<file path="config.mk">
export PLATFORM = sky130hd
export DESIGN_NAME = grt_sched_flat
export DESIGN_NICKNAME = d
export VERILOG_FILES = /design/src/rtl/grt_sched_if.sv /design/src/rtl/grt_sched.sv /design/src/flat_wrapper.sv
export SDC_FILE = /design/constraint.sdc
export NUM_CORES = 1
export LEC_CHECK = 0
export CAP_MARGIN = 20
export CORE_ASPECT_RATIO = 1.2
export CORE_MARGIN = 2
export CORE_UTILIZATION = 37
export DETAILED_ROUTE_END_ITERATION = 8
export GPL_ROUTABILITY_DRIVEN = 0
export PLACE_DENSITY = 0.74
export SLEW_MARGIN = 0
export SYNTH_ARGS = -nofsm -noshare
export SYNTH_HDL_FRONTEND = slang
export SYNTH_SLANG_ARGS = --single-unit
</file>
<file path="constraint.sdc">
create_clock -name clk -period 2 [get_ports clk]
set_clock_uncertainty 0.2 [all_clocks]
set_input_delay 0.6 -clock clk [delete_from_list [all_inputs] [get_ports clk]]
set_output_delay 0.6 -clock clk [all_outputs]
set_load 0.05 [all_outputs]
</file>
<file path="src/rtl/grt_sched_if.sv">
// Requester-side bundle for grt_sched: ports C and D, copy engine, hold.
// master = requesters (drive req/dst/data/dir/hold), slave = scheduler.
interface grt_sched_if #(
  parameter int W = 4
);
  logic         c_req;
  logic [1:0]   c_dst;
  logic [W-1:0] c_data;
  logic         c_ack;
  logic         d_req;
  logic [1:0]   d_dst;
  logic [W-1:0] d_data;
  logic         d_ack;
  logic         x_req;
  logic         x_dir;
  logic         x_ack;
  logic         hold;

  modport master (
    output c_req, c_dst, c_data,
    output d_req, d_dst, d_data,
    output x_req, x_dir, hold,
    input  c_ack, d_ack, x_ack
  );

  modport slave (
    input  c_req, c_dst, c_data,
    input  d_req, d_dst, d_data,
    input  x_req, x_dir, hold,
    output c_ack, d_ack, x_ack
  );
endinterface

</file>
<file path="src/rtl/grt_sched.sv">
// Round-robin transfer scheduler owning registers A and B (C, D, copy).
// Ports: clk, rst_n, bus (requesters), o_a_reg/o_b_reg, gates, sel, busy, cnt.
module grt_sched #(
  parameter int W     = 4,
  parameter int CNT_W = 8
) (
  input  logic             clk,
  input  logic             rst_n,
  grt_sched_if.slave       bus,
  output logic [W-1:0]     o_a_reg,
  output logic [W-1:0]     o_b_reg,
  output logic             o_g_a,
  output logic             o_g_b,
  output logic [1:0]       o_bus_sel,
  output logic             o_busy,
  output logic [CNT_W-1:0] o_xfer_cnt
);

  typedef enum logic {
    S_IDLE,
    S_XFER
  } state_t;

  // pointer holds the last granted requester
  localparam logic [1:0] P_C = 2'd0;
  localparam logic [1:0] P_D = 2'd1;
  localparam logic [1:0] P_X = 2'd2;

  state_t           r_state;
  state_t           w_state_nxt;
  logic [1:0]       r_ptr;
  logic [W-1:0]     r_a;
  logic [W-1:0]     r_b;
  logic [W-1:0]     r_bus_q;
  logic [1:0]       r_dst_q;
  logic [1:0]       r_sel;
  logic [2:0]       r_ack;
  logic             r_g_a;
  logic             r_g_b;
  logic             r_busy;
  logic [CNT_W-1:0] r_cnt;

  logic [2:0]       w_req;
  logic [2:0]       w_gnt;
  logic             w_grant;
  logic [W-1:0]     w_data;
  logic [1:0]       w_dst;
  logic [1:0]       w_sel;
  logic [1:0]       w_ptr;

  assign w_req = {bus.x_req, bus.d_req, bus.c_req};

  always_comb begin
    w_state_nxt = r_state;
    w_grant     = 1'b0;
    unique case (r_state)
      S_IDLE: begin
        if (!bus.hold && (|w_req)) begin
          w_grant     = 1'b1;
          w_state_nxt = S_XFER;
        end
      end
      S_XFER: w_state_nxt = S_IDLE;
    endcase
  end

  // search starts just after the last winner
  always_comb begin
    w_gnt = 3'b000;
    unique case (r_ptr)
      P_C: begin
        if      (w_req[1]) w_gnt = 3'b010;
        else if (w_req[2]) w_gnt = 3'b100;
        else if (w_req[0]) w_gnt = 3'b001;
      end
      P_D: begin
        if      (w_req[2]) w_gnt = 3'b100;
        else if (w_req[0]) w_gnt = 3'b001;
        else if (w_req[1]) w_gnt = 3'b010;
      end
      default: begin
        if      (w_req[0]) w_gnt = 3'b001;
        else if (w_req[1]) w_gnt = 3'b010;
        else if (w_req[2]) w_gnt = 3'b100;
      end
    endcase
  end

  always_comb begin
    w_data = '0;
    w_dst  = 2'b00;
    w_sel  = 2'b00;
    w_ptr  = r_ptr;
    unique case (1'b1)
      w_gnt[0]: begin
        w_data = bus.c_data;
        w_dst  = bus.c_dst;
        w_sel  = 2'b01;
        w_ptr  = P_C;
      end
      w_gnt[1]: begin
        w_data = bus.d_data;
        w_dst  = bus.d_dst;
        w_sel  = 2'b10;
        w_ptr  = P_D;
      end
      w_gnt[2]: begin
        // copy: source is the opposite register
        w_data = bus.x_dir ? r_b : r_a;
        w_dst  = bus.x_dir ? 2'b01 : 2'b10;
        w_sel  = 2'b11;
        w_ptr  = P_X;
      end
      default: ;
    endcase
  end

  always_ff @(posedge clk or negedge rst_n) begin
    if (!rst_n) begin
      r_state <= S_IDLE;
      r_ptr   <= P_X;
      r_a     <= '0;
      r_b     <= '0;
      r_bus_q <= '0;
      r_dst_q <= 2'b00;
      r_sel   <= 2'b00;
      r_ack   <= 3'b000;
      r_g_a   <= 1'b0;
      r_g_b   <= 1'b0;
      r_busy  <= 1'b0;
      r_cnt   <= '0;
    end else begin
      r_state <= w_state_nxt;
      if (w_grant) begin
        r_bus_q <= w_data;
        r_dst_q <= w_dst;
        r_sel   <= w_sel;
        r_ptr   <= w_ptr;
        r_ack   <= w_gnt;
        r_g_a   <= w_dst[0];
        r_g_b   <= w_dst[1];
        r_busy  <= 1'b1;
      end else if (r_state == S_XFER) begin
        if (r_dst_q[0]) r_a <= r_bus_q;
        if (r_dst_q[1]) r_b <= r_bus_q;
        if (|r_dst_q)   r_cnt <= r_cnt + 1'b1;
        r_sel  <= 2'b00;
        r_ack  <= 3'b000;
        r_g_a  <= 1'b0;
        r_g_b  <= 1'b0;
        r_busy <= 1'b0;
      end
    end
  end

  assign bus.c_ack  = r_ack[0];
  assign bus.d_ack  = r_ack[1];
  assign bus.x_ack  = r_ack[2];
  assign o_a_reg    = r_a;
  assign o_b_reg    = r_b;
  assign o_g_a      = r_g_a;
  assign o_g_b      = r_g_b;
  assign o_bus_sel  = r_sel;
  assign o_busy     = r_busy;
  assign o_xfer_cnt = r_cnt;

endmodule

</file>
<file path="src/flat_wrapper.sv">
// flat-port wrapper written by rule: the top's interface ports become plain ports
module grt_sched_flat 
#(
  parameter int W     = 4,
  parameter int CNT_W = 8
)
  (clk, rst_n, o_a_reg, o_b_reg, o_g_a, o_g_b, o_bus_sel, o_busy, o_xfer_cnt, bus_c_req, bus_c_dst, bus_c_data, bus_d_req, bus_d_dst, bus_d_data, bus_x_req, bus_x_dir, bus_hold, bus_c_ack, bus_d_ack, bus_x_ack);
  grt_sched_if #(.W(W)) bus_i ();
  input  logic clk;
  input  logic rst_n;
  output logic [W-1:0] o_a_reg;
  output logic [W-1:0] o_b_reg;
  output logic o_g_a;
  output logic o_g_b;
  output logic [1:0] o_bus_sel;
  output logic o_busy;
  output logic [CNT_W-1:0] o_xfer_cnt;
  input wire logic [$bits(bus_i.c_req)-1:0] bus_c_req;
  input wire logic [$bits(bus_i.c_dst)-1:0] bus_c_dst;
  input wire logic [$bits(bus_i.c_data)-1:0] bus_c_data;
  input wire logic [$bits(bus_i.d_req)-1:0] bus_d_req;
  input wire logic [$bits(bus_i.d_dst)-1:0] bus_d_dst;
  input wire logic [$bits(bus_i.d_data)-1:0] bus_d_data;
  input wire logic [$bits(bus_i.x_req)-1:0] bus_x_req;
  input wire logic [$bits(bus_i.x_dir)-1:0] bus_x_dir;
  input wire logic [$bits(bus_i.hold)-1:0] bus_hold;
  output wire logic [$bits(bus_i.c_ack)-1:0] bus_c_ack;
  output wire logic [$bits(bus_i.d_ack)-1:0] bus_d_ack;
  output wire logic [$bits(bus_i.x_ack)-1:0] bus_x_ack;
  assign bus_i.c_req = bus_c_req;
  assign bus_i.c_dst = bus_c_dst;
  assign bus_i.c_data = bus_c_data;
  assign bus_i.d_req = bus_d_req;
  assign bus_i.d_dst = bus_d_dst;
  assign bus_i.d_data = bus_d_data;
  assign bus_i.x_req = bus_x_req;
  assign bus_i.x_dir = bus_x_dir;
  assign bus_i.hold = bus_hold;
  assign bus_c_ack = bus_i.c_ack;
  assign bus_d_ack = bus_i.d_ack;
  assign bus_x_ack = bus_i.x_ack;
  grt_sched #(.W(W), .CNT_W(CNT_W)) u_core (.clk(clk), .rst_n(rst_n), .bus(bus_i), .o_a_reg(o_a_reg), .o_b_reg(o_b_reg), .o_g_a(o_g_a), .o_g_b(o_g_b), .o_bus_sel(o_bus_sel), .o_busy(o_busy), .o_xfer_cnt(o_xfer_cnt));
endmodule
</file>
; ---- Word-level counts from Yosys, hierarchy flattened
; Cells that the tools add are included.
[totals]
reg_bits = 33
input_bits = 19
output_inout_bits = 24
[op_classes]
addsub = 1
n_eq_ne = 1
mux = 27
bitwise = 2
reduce_logical = 11
[op_table]
columns = op, n
row1 = $mux 3, 9
row2 = $pmux 2 s3, 3
row3 = $pmux 4 s3, 1
row4 = $reduce_and 3->1, 3
row5 = $add 8x1->8 const B, 1
row6 = $mux 2, 4
row7 = $mux 1, 7
row8 = $pmux 3 s2, 1
row9 = $mux 4, 1
row10 = $reduce_bool 3->1, 1
row11 = $reduce_or 3->1, 1
row12 = $eq 2x1->1 const B, 1
row13 = $logic_not 2->1, 1
row14 = $not 1->1, 2
row15 = $pmux 1 s2, 1
row16 = $reduce_and 2->1, 1
row17 = $reduce_bool 2->1, 1
row18 = $reduce_or 2->1, 1
row19 = $logic_and 1x1->1, 1
row20 = $logic_not 1->1, 1

; ---- Logic depth before layout (Yosys ltp)
; Gate-level depths: netlist (run 1).
[depth]
depth_word = 6
depth_mapped = 5

; ---- Worst setup path after synthesis (run 1)
; Ideal clock, no wire load.
[synth_timing]
path_kind = input to register
startpoint = in bus_d_req
endpoint = reg u_core.r_g_a, in the netlist u_core.o_g_a
t_arrival_ns = 1.408
t_required_ns = 1.661
slack_ns = 0.253
stages = 4
path_cell_list = nor2b_1 -> a22o_1 -> a222oi_1 -> a211oi_1
[synth_via]
elab_chain_len = 6
word_cells_on_any_way = 14
cone_classes = mux (11) / reduce/logical (3)
[synth_rtl]
columns = element, line_no
row1 = from (decl), flat_wrapper.sv:21  ; input wire logic [$bits(bus_i.d_req)-1:0] bus_d_req;
row2 = $mux 2, grt_sched.sv:79  ; else if (w_req[1]) w_gnt = 3'b010;
row3 = $mux 3, grt_sched.sv:78  ; else if (w_req[0]) w_gnt = 3'b001;
row4 = $mux 3, grt_sched.sv:77  ; if (w_req[2]) w_gnt = 3'b100;
row5 = $pmux 3 s2, grt_sched.sv:70  ; unique case (r_ptr)
row6 = $pmux 2 s3, grt_sched.sv:94  ; unique case (1'b1)
row7 = $mux 1, grt_sched.sv:134  ; if (w_grant) begin
row8 = to (signal assigned), grt_sched.sv:140  ; r_g_a <= w_dst[0];
row9 = to (decl), grt_sched.sv:38  ; logic r_g_a;
; Several ways; a longest one is shown, not always the timed one.
; A chain may end at the register's enable or synchronous reset.

; ---- Worst setup path in the final report (run 1)
[layout_timing]
startpoint = in bus_c_req
endpoint = reg u_core.r_g_a, in the netlist u_core.o_g_a
[layout_via]
elab_chain_len = 6
word_cells_on_any_way = 14
cone_classes = mux (11) / reduce/logical (3)
[layout_rtl]
columns = element, line_no
row1 = from (decl), flat_wrapper.sv:18  ; input wire logic [$bits(bus_i.c_req)-1:0] bus_c_req;
row2 = $mux 1, grt_sched.sv:74  ; else if (w_req[0]) w_gnt = 3'b001;
row3 = $mux 3, grt_sched.sv:73  ; else if (w_req[2]) w_gnt = 3'b100;
row4 = $mux 3, grt_sched.sv:72  ; if (w_req[1]) w_gnt = 3'b010;
row5 = $pmux 3 s2, grt_sched.sv:70
row6 = $pmux 2 s3, grt_sched.sv:94
row7 = $mux 1, grt_sched.sv:134
; Several ways; a longest one is shown, not always the timed one.

==> impl_metrics.ini, run 1 <==
[power]
clock_power_share = 0.157
p_total_mw = 3.50
power.switching_mw = 1.40
seqPwrFrac = 0.334
internal-power_mw = 2.10
vdd_drop_max_mv = 0.882
p_leak_nw = 1.04
power_per_cell_area_nw_per_um2 = 1450
power_frac_comb = 0.509
p_sw_frac = 0.400

[synth]
ys_seq_elements = 33
synthDistinctLibCells = 32
synth-compound-area-share = 0.149
synth_fa_ha_area_frac = 0.00840
yosysWarnings = 0
synth_xor_area_frac = 0.0411
synth.avg_cell_area_um2 = 11.6
synth-seq-area-share = 0.555
synth_area_um2 = 1490
muxShareOfSynthArea = 0.105
syn_nets = 149
yosys.area_share.simple = 0.123
synth_top_family_by_area = compound AO/OA/AOI/OAI gates
synth_cells = 129

[setup_path]
rr_worst_depth = 6
timing.rr.end = u_core.r_bus_q[1]$_DFFE_PN0P_
start_kind = input port
critPathTopFamily = compound AO/OA/AOI/OAI gates
reg2reg_setup_slack_ns = 0.11
worst_path_largest_cell_delay_ns = 0.46
critPathMaxFanout = 7
crit_type = input port to register
cpMaxStageDelayCell = a222oi_1
cp.required_ns = 1.95
end_kind = register
r2r-start = u_core.r_ptr[1]$_DFFE_PN1P_
crit_chain = dlygate4sd2_1 -> buf_4 -> nand2_1 -> o21ai_4 -> a222oi_1 -> a211oi_1
cp.arrival_ns = 1.86
worstSetupStartpoint = bus_c_req
path_buf_inv = 2

[global_routing]
grt_pass1_vias = 1263
grt_pass1_wl_um = 5990
track_usage = 0.186
overflow = 0
grt_max_degree = 34
antenna_found_initial = 0

[sta]
slew_viol_final = 0
period_share = 0.956
period_minus_slack_ns = 1.91
maxSlewHeadroom = 0.660
hold_ws_ns = 0.329
rsz0062_at_grt = no
max_freq_mhz = 523
worstMarginPinSlew_ns = 0.507
setup_violations = 0
fin_setup_tns_ns = 0
hold_viol_final = 0

[layout]
final_area_um2 = 2420
fill_cells = 323
nets = 209
area_growth_pct = 62.1
drive_gt1_frac = 0.337
largest_register_ffs = 8
antenna_cells = 0

[min_path]
hold_class = register to register
hold_start = u_core.o_xfer_cnt[7]$_DFFE_PN0P_
hold_depth = 1
hold_end = u_core.o_xfer_cnt[7]$_DFFE_PN0P_

[die]
rows = 25
die_area_um2 = 4550
die_h_um = 73.5
pin_count = 43
start_util = 0.381
die_x_um = 61.9
design.core.area_um2 = 3910

[detailed_routing]
drt-pass1-iter-count = 5
viasPerCell = 5.07
drc = 0
vias = 1237
routedWlPerCell_um = 15.3
wirelength_um = 3720
ant_nets = 0
drt_iter0_markers = 45

[clocking]
path_clk_slew_ns = 0.07
cts_root_buffer = clkbuf_8
cts.path.max_buffers = 2
htree_levels = 2
cts_tree = yes
clock_latency_ns = 0.29
cts_buffers = 5
cts_sinks = 33

[placement]
io_buffers = 42
place_hpwl_um = 2770
postPlaceCellArea_um2 = 2300

[status]
status = complete, no violations

[run]
max_cap_violations = 0
[Yosys cell counts (all sizes together)]
cell type | number | area [um2]
buf | 2 | 16.3
nor3 | 2 | 15.0
a22oi | 1 | 7.51
o21a | 1 | 7.51
dfstp | 1 | 26.3
a211oi | 3 | 22.5
nand3 | 3 | 15.0
ha | 1 | 12.5
nor2b | 1 | 6.26
dfrtp | 32 | 801
a222oi | 5 | 50.1
inv | 3 | 11.3
xor2 | 1 | 8.76
a21oi | 8 | 40.0
xnor2 | 6 | 52.6
nand2 | 13 | 48.8
mux2i | 1 | 10.0
a311oi | 1 | 8.76
o32ai | 1 | 27.5
and3 | 2 | 12.5
nor2 | 16 | 62.6
o21ai | 6 | 33.8
nand2b | 2 | 12.5
mux2 | 13 | 146
a32o | 1 | 10.0
a22o | 1 | 8.76
and2b | 1 | 10.0
a31oi | 1 | 6.26
[cell families (layout without fill, tap and decap cells)]
logic type	after synthesis	after routing
AO/OA/AOI/OAI	29	29
XOR/XNOR	7	7
adder cells (fa/ha/maj)	1	1
buffers and inverters	5	66
flip-flops	33	33
multiplexers	14	14
AND/OR/NAND/NOR	40	40
[layout by cell type (no fill, tap or decap)]
| cell type | n |
|---|---|
| a22o_1 | 1 |
| o21ai_4 | 1 |
| nor3_1 | 1 |
| clkbuf_8 | 7 |
| o21ai_0 | 5 |
| and2b_4 | 1 |
| mux2_2 | 13 |
| a222oi_1 | 5 |
| a311oi_1 | 1 |
| o32ai_4 | 1 |
| nand2_1 | 13 |
| buf_12 | 25 |
| o21a_1 | 1 |
| a21oi_1 | 8 |
| xnor2_1 | 6 |
| a211oi_1 | 3 |
| nand2b_1 | 2 |
| mux2i_1 | 1 |
| nor2_1 | 15 |
| dfstp_2 | 1 |
| and3_1 | 2 |
| a31oi_1 | 1 |
| a32o_1 | 1 |
| buf_4 | 12 |
| nor2_2 | 1 |
| dfrtp_1 | 32 |
| dlygate4sd2_1 | 4 |
| clkdlybuf4s50_1 | 14 |
| clkinv_2 | 1 |
| xor2_1 | 1 |
| ha_1 | 1 |
| nand3_1 | 3 |
| nor3_2 | 1 |
| a22oi_1 | 1 |
| inv_1 | 3 |
| nor2b_1 | 1 |
[power by group through the flow]
stage | logic (mW) | clock network, mW | registers [mW]
3_5_place_dp | 1.77 | 0 | 1.18
4_1_cts | 1.80 | 0.567 | 1.17
5_1_grt | 1.87 | 0.596 | 1.20
3_3_place_gp | 1.74 | 0 | 1.16
2_1_floorplan | 0.371 | 0 | 1.60
6_report | 1.78 | 0.549 | 1.17
[layer usage]
layer	track usage	routed length (um)	vias up
li1	-	-	587
met1	0.215	1430	598
met2	0.298	2000	43
met3	0.0581	202	9
met4	0.104	95	0
met5	0	0	-
[layout make-up]
type	count	area (um2)	area share
clock buffers	7	96.3	0.0399
clock inverters	1	5.00	0.00207
well taps	54	67.6	0.0280
inverters	3	11.3	0.00466
multi-input cells	91	643	0.266
repair buffers	55	766	0.317
flip-flops and latches	33	827	0.342
[how the worst max path moves through the flow]
stage / endpoint / slack, ns / cells after the start
detailed placement: u_core.o_g_a$_DFFE_PN0P_ / -0.43 / 6
finish: u_core.o_g_a$_DFFE_PN0P_ / 0.09 / 6
floorplan: u_core.o_g_a$_DFFE_PN0P_ / 0.25 / 4
CTS: u_core.o_g_a$_DFFE_PN0P_ / 0.11 / 6
global placement: u_core.o_g_a$_DFFE_PN0P_ / -0.33 / 5
global route: u_core.r_bus_q[1]$_DFFE_PN0P_ / 0.003 / 6
[stage by stage]
stage | cells | setup WS, ns | util
after global placement | 234 | -0.329 | 0.588
after floorplan | 129 | 0.253 | -
final | 244 | 0.0889 | 0.618
after detailed placement | 234 | -0.426 | 0.588
after CTS | 244 | 0.110 | 0.618
after global routing | 244 | 0.00270 | 0.618
[worst reg2reg max path: stages, from the launching register on]
cell and delay, ns:
dfstp_2 0.57, nand2b_1 0.14, buf_4 0.13, o32ai_4 0.09, buf_4 0.17, a222oi_1 0.34
a21oi_1 0.12
[timing repair]
action	4_1_cts	5_1_grt
pin swaps	4	1
hold buffers	0	0
setup endpoints to repair	8	1
resized for setup	5	0
setup buffers	2	0
No activity file was read; power rests on OpenSTA's default activity.
==> inputs of run 2 (changes only) <==
Settings changed: CORE_MARGIN 2 to 3, GPL_ROUTABILITY_DRIVEN 0 to default.
==> impl_metrics.ini, run 2 (synthesis results as in run 1) <==
[power]
p_leak_nw = 1.04
vdd_drop_max_mv = 0.781
power_per_cell_area_nw_per_um2 = 1420
p_total_mw = 3.42

[detailed_routing]
drc = 0
drt_iter0_markers = 59
wl_met1_um = 1450
routedWlPerCell_um = 15.2
dr.max_layer_used = met4
viasPerCell = 5.12
ant_nets = 0
vias = 1245
wl_met2_um = 1970
drt-pass1-iter-count = 4
wirelength_um = 3700
wl_met3_um = 181

[die]
design.core.area_um2 = 3750
rows = 24
die_h_um = 75.5
pin_count = 43
start_util = 0.397
die_x_um = 63.9
die_area_um2 = 4830

[clocking]
cts_tree = yes
htree_levels = 2
clock_latency_ns = 0.29
cts_root_buffer = clkbuf_8
hold_buffers = 0
path_clk_slew_ns = 0.07
cts_buffers = 5
cts_sinks = 33
cts.path.max_buffers = 2

[global_routing]
overflow = 0
grt_pass1_wl_um = 6040
grt_pass1_vias = 1306
grt_max_degree = 34
track_usage = 0.166
antenna_found_initial = 0

[sta]
period_minus_slack_ns = 1.92
worstMarginPinSlew_ns = 0.471
slew_viol_final = 0
period_share = 0.958
max_freq_mhz = 522
maxSlewHeadroom = 0.684
setup_violations = 0
setup_ws_ns = 0.0846
fin_setup_tns_ns = 0
hold_viol_final = 0
rsz0062_at_grt = no

[run]
max_cap_violations = 0

[setup_path]
crit_chain = dlygate4sd2_1 -> buf_4 -> o32ai_4 -> a222oi_1 -> buf_4 -> a211oi_1
critPathTopFamily = compound AO/OA/AOI/OAI gates
end_kind = register
start_kind = input port
r2r-start = u_core.r_ptr[1]$_DFFE_PN1P_
crit_type = input port to register
rr_worst_depth = 5
critPathMaxFanout = 6
cpMaxStageDelayCell = o32ai_4
timing.rr.end = u_core.r_bus_q[1]$_DFFE_PN0P_
worst-path-stages = 6
endpoint = u_core.o_g_a$_DFFE_PN0P_
cp.arrival_ns = 1.91
cp_common_cell = buf_4
reg2reg_setup_slack_ns = 0.20
worstSetupStartpoint = bus_d_req
path_buf_inv = 3
worst_path_largest_cell_delay_ns = 0.39
cp.required_ns = 2.00

[layout]
largest_register_ffs = 8
nets = 210
layout_commonest_cell = dfrtp_1
final_cells = 243
drive_gt1_frac = 0.335
area_growth_pct = 62.1
final_cell_mix = dfrtp_1 (32), buf_12 (26), nor2_1 (15), clkdlybuf4s50_1 (14)
fill_cells = 297
antenna_cells = 0
utilization = 0.644

[placement]
place_hpwl_um = 2870
place_congestion = 0.808
io_buffers = 42
place_ws_ns = -0.438
dp_cells = 234

[status]
status = complete, no violations

[min_path]
hold_class = register to register
## run 2: final cells by class
class	instances	area (um2)	share of cell area
sequential	33	827	0.342
timing repair buffer	56	787	0.326
multi-input combinational	91	643	0.266
clock buffer	6	72.6	0.0300
tap	52	65.1	0.0269
inverter	3	11.3	0.00466
clock inverter	2	10.0	0.00414
## run 2: worst min path at each step
| stage | startpoint | end | slack (ns) | depth (start not counted) |
|---|---|---|---|---|
| floorplan | rst_n | u_core.o_a_reg[0]$_DFFE_PN0P_ | 0.10 | 0 |
| global placement | u_core.r_bus_q[3]$_DFFE_PN0P_ | u_core.o_a_reg[3]$_DFFE_PN0P_ | 0.32 | 1 |
| detailed placement | u_core.o_xfer_cnt[7]$_DFFE_PN0P_ | u_core.o_xfer_cnt[7]$_DFFE_PN0P_ | 0.34 | 1 |
| CTS | u_core.o_xfer_cnt[7]$_DFFE_PN0P_ | u_core.o_xfer_cnt[7]$_DFFE_PN0P_ | 0.35 | 1 |
| global route | u_core.r_bus_q[3]$_DFFE_PN0P_ | u_core.o_b_reg[3]$_DFFE_PN0P_ | 0.37 | 1 |
| finish | u_core.o_xfer_cnt[7]$_DFFE_PN0P_ | u_core.o_xfer_cnt[7]$_DFFE_PN0P_ | 0.34 | 1 |
## run 2: worst reg2reg max path, delay by kind of cell, from the launching register on
kind | cells | cell delay (ns)
flip-flops | 1 | 0.57
AO/OA/AOI/OAI | 3 | 0.54
AND/OR/NAND/NOR | 1 | 0.19
buffers and inverters | 1 | 0.17
## run 2: report_power, final
group	switching [mW]	internal [mW]	total (mW)	leakage, nW
clock	0.234	0.241	0.475	0.0450
sequential	0.279	0.881	1.16	0.399
combinational	0.877	0.913	1.79	0.599
total	1.39	2.03	3.42	1.04
## run 2: through the flow
stage | area, um2 | hold slack [ns]
after floorplan | 1490 | 0.104
after global placement | 2320 | 0.318
final | 2420 | 0.339
after CTS | 2410 | 0.352
after global routing | 2420 | 0.373
after detailed placement | 2320 | 0.338
## run 2: timing repair
item                                    CTS  global route
endpoints found under the setup margin   11             2
resized for setup                         5             1
setup buffers                             1             0
pin swaps                                 2             0
## run 2: layer usage
layer / vias up / global-route usage
met5: - / 0
met1: 607 / 0.177
met4: 0 / 0.110
met2: 42 / 0.295
met3: 9 / 0.0398
li1: 587 / -
==> inputs of run 3 (changes only) <==
Settings changed: ABC_AREA from default to 0, GPL_ROUTABILITY_DRIVEN from default to 0.
==> results of run 3 <==
The final DEF is identical to that of run 2; final timing and power are the same.
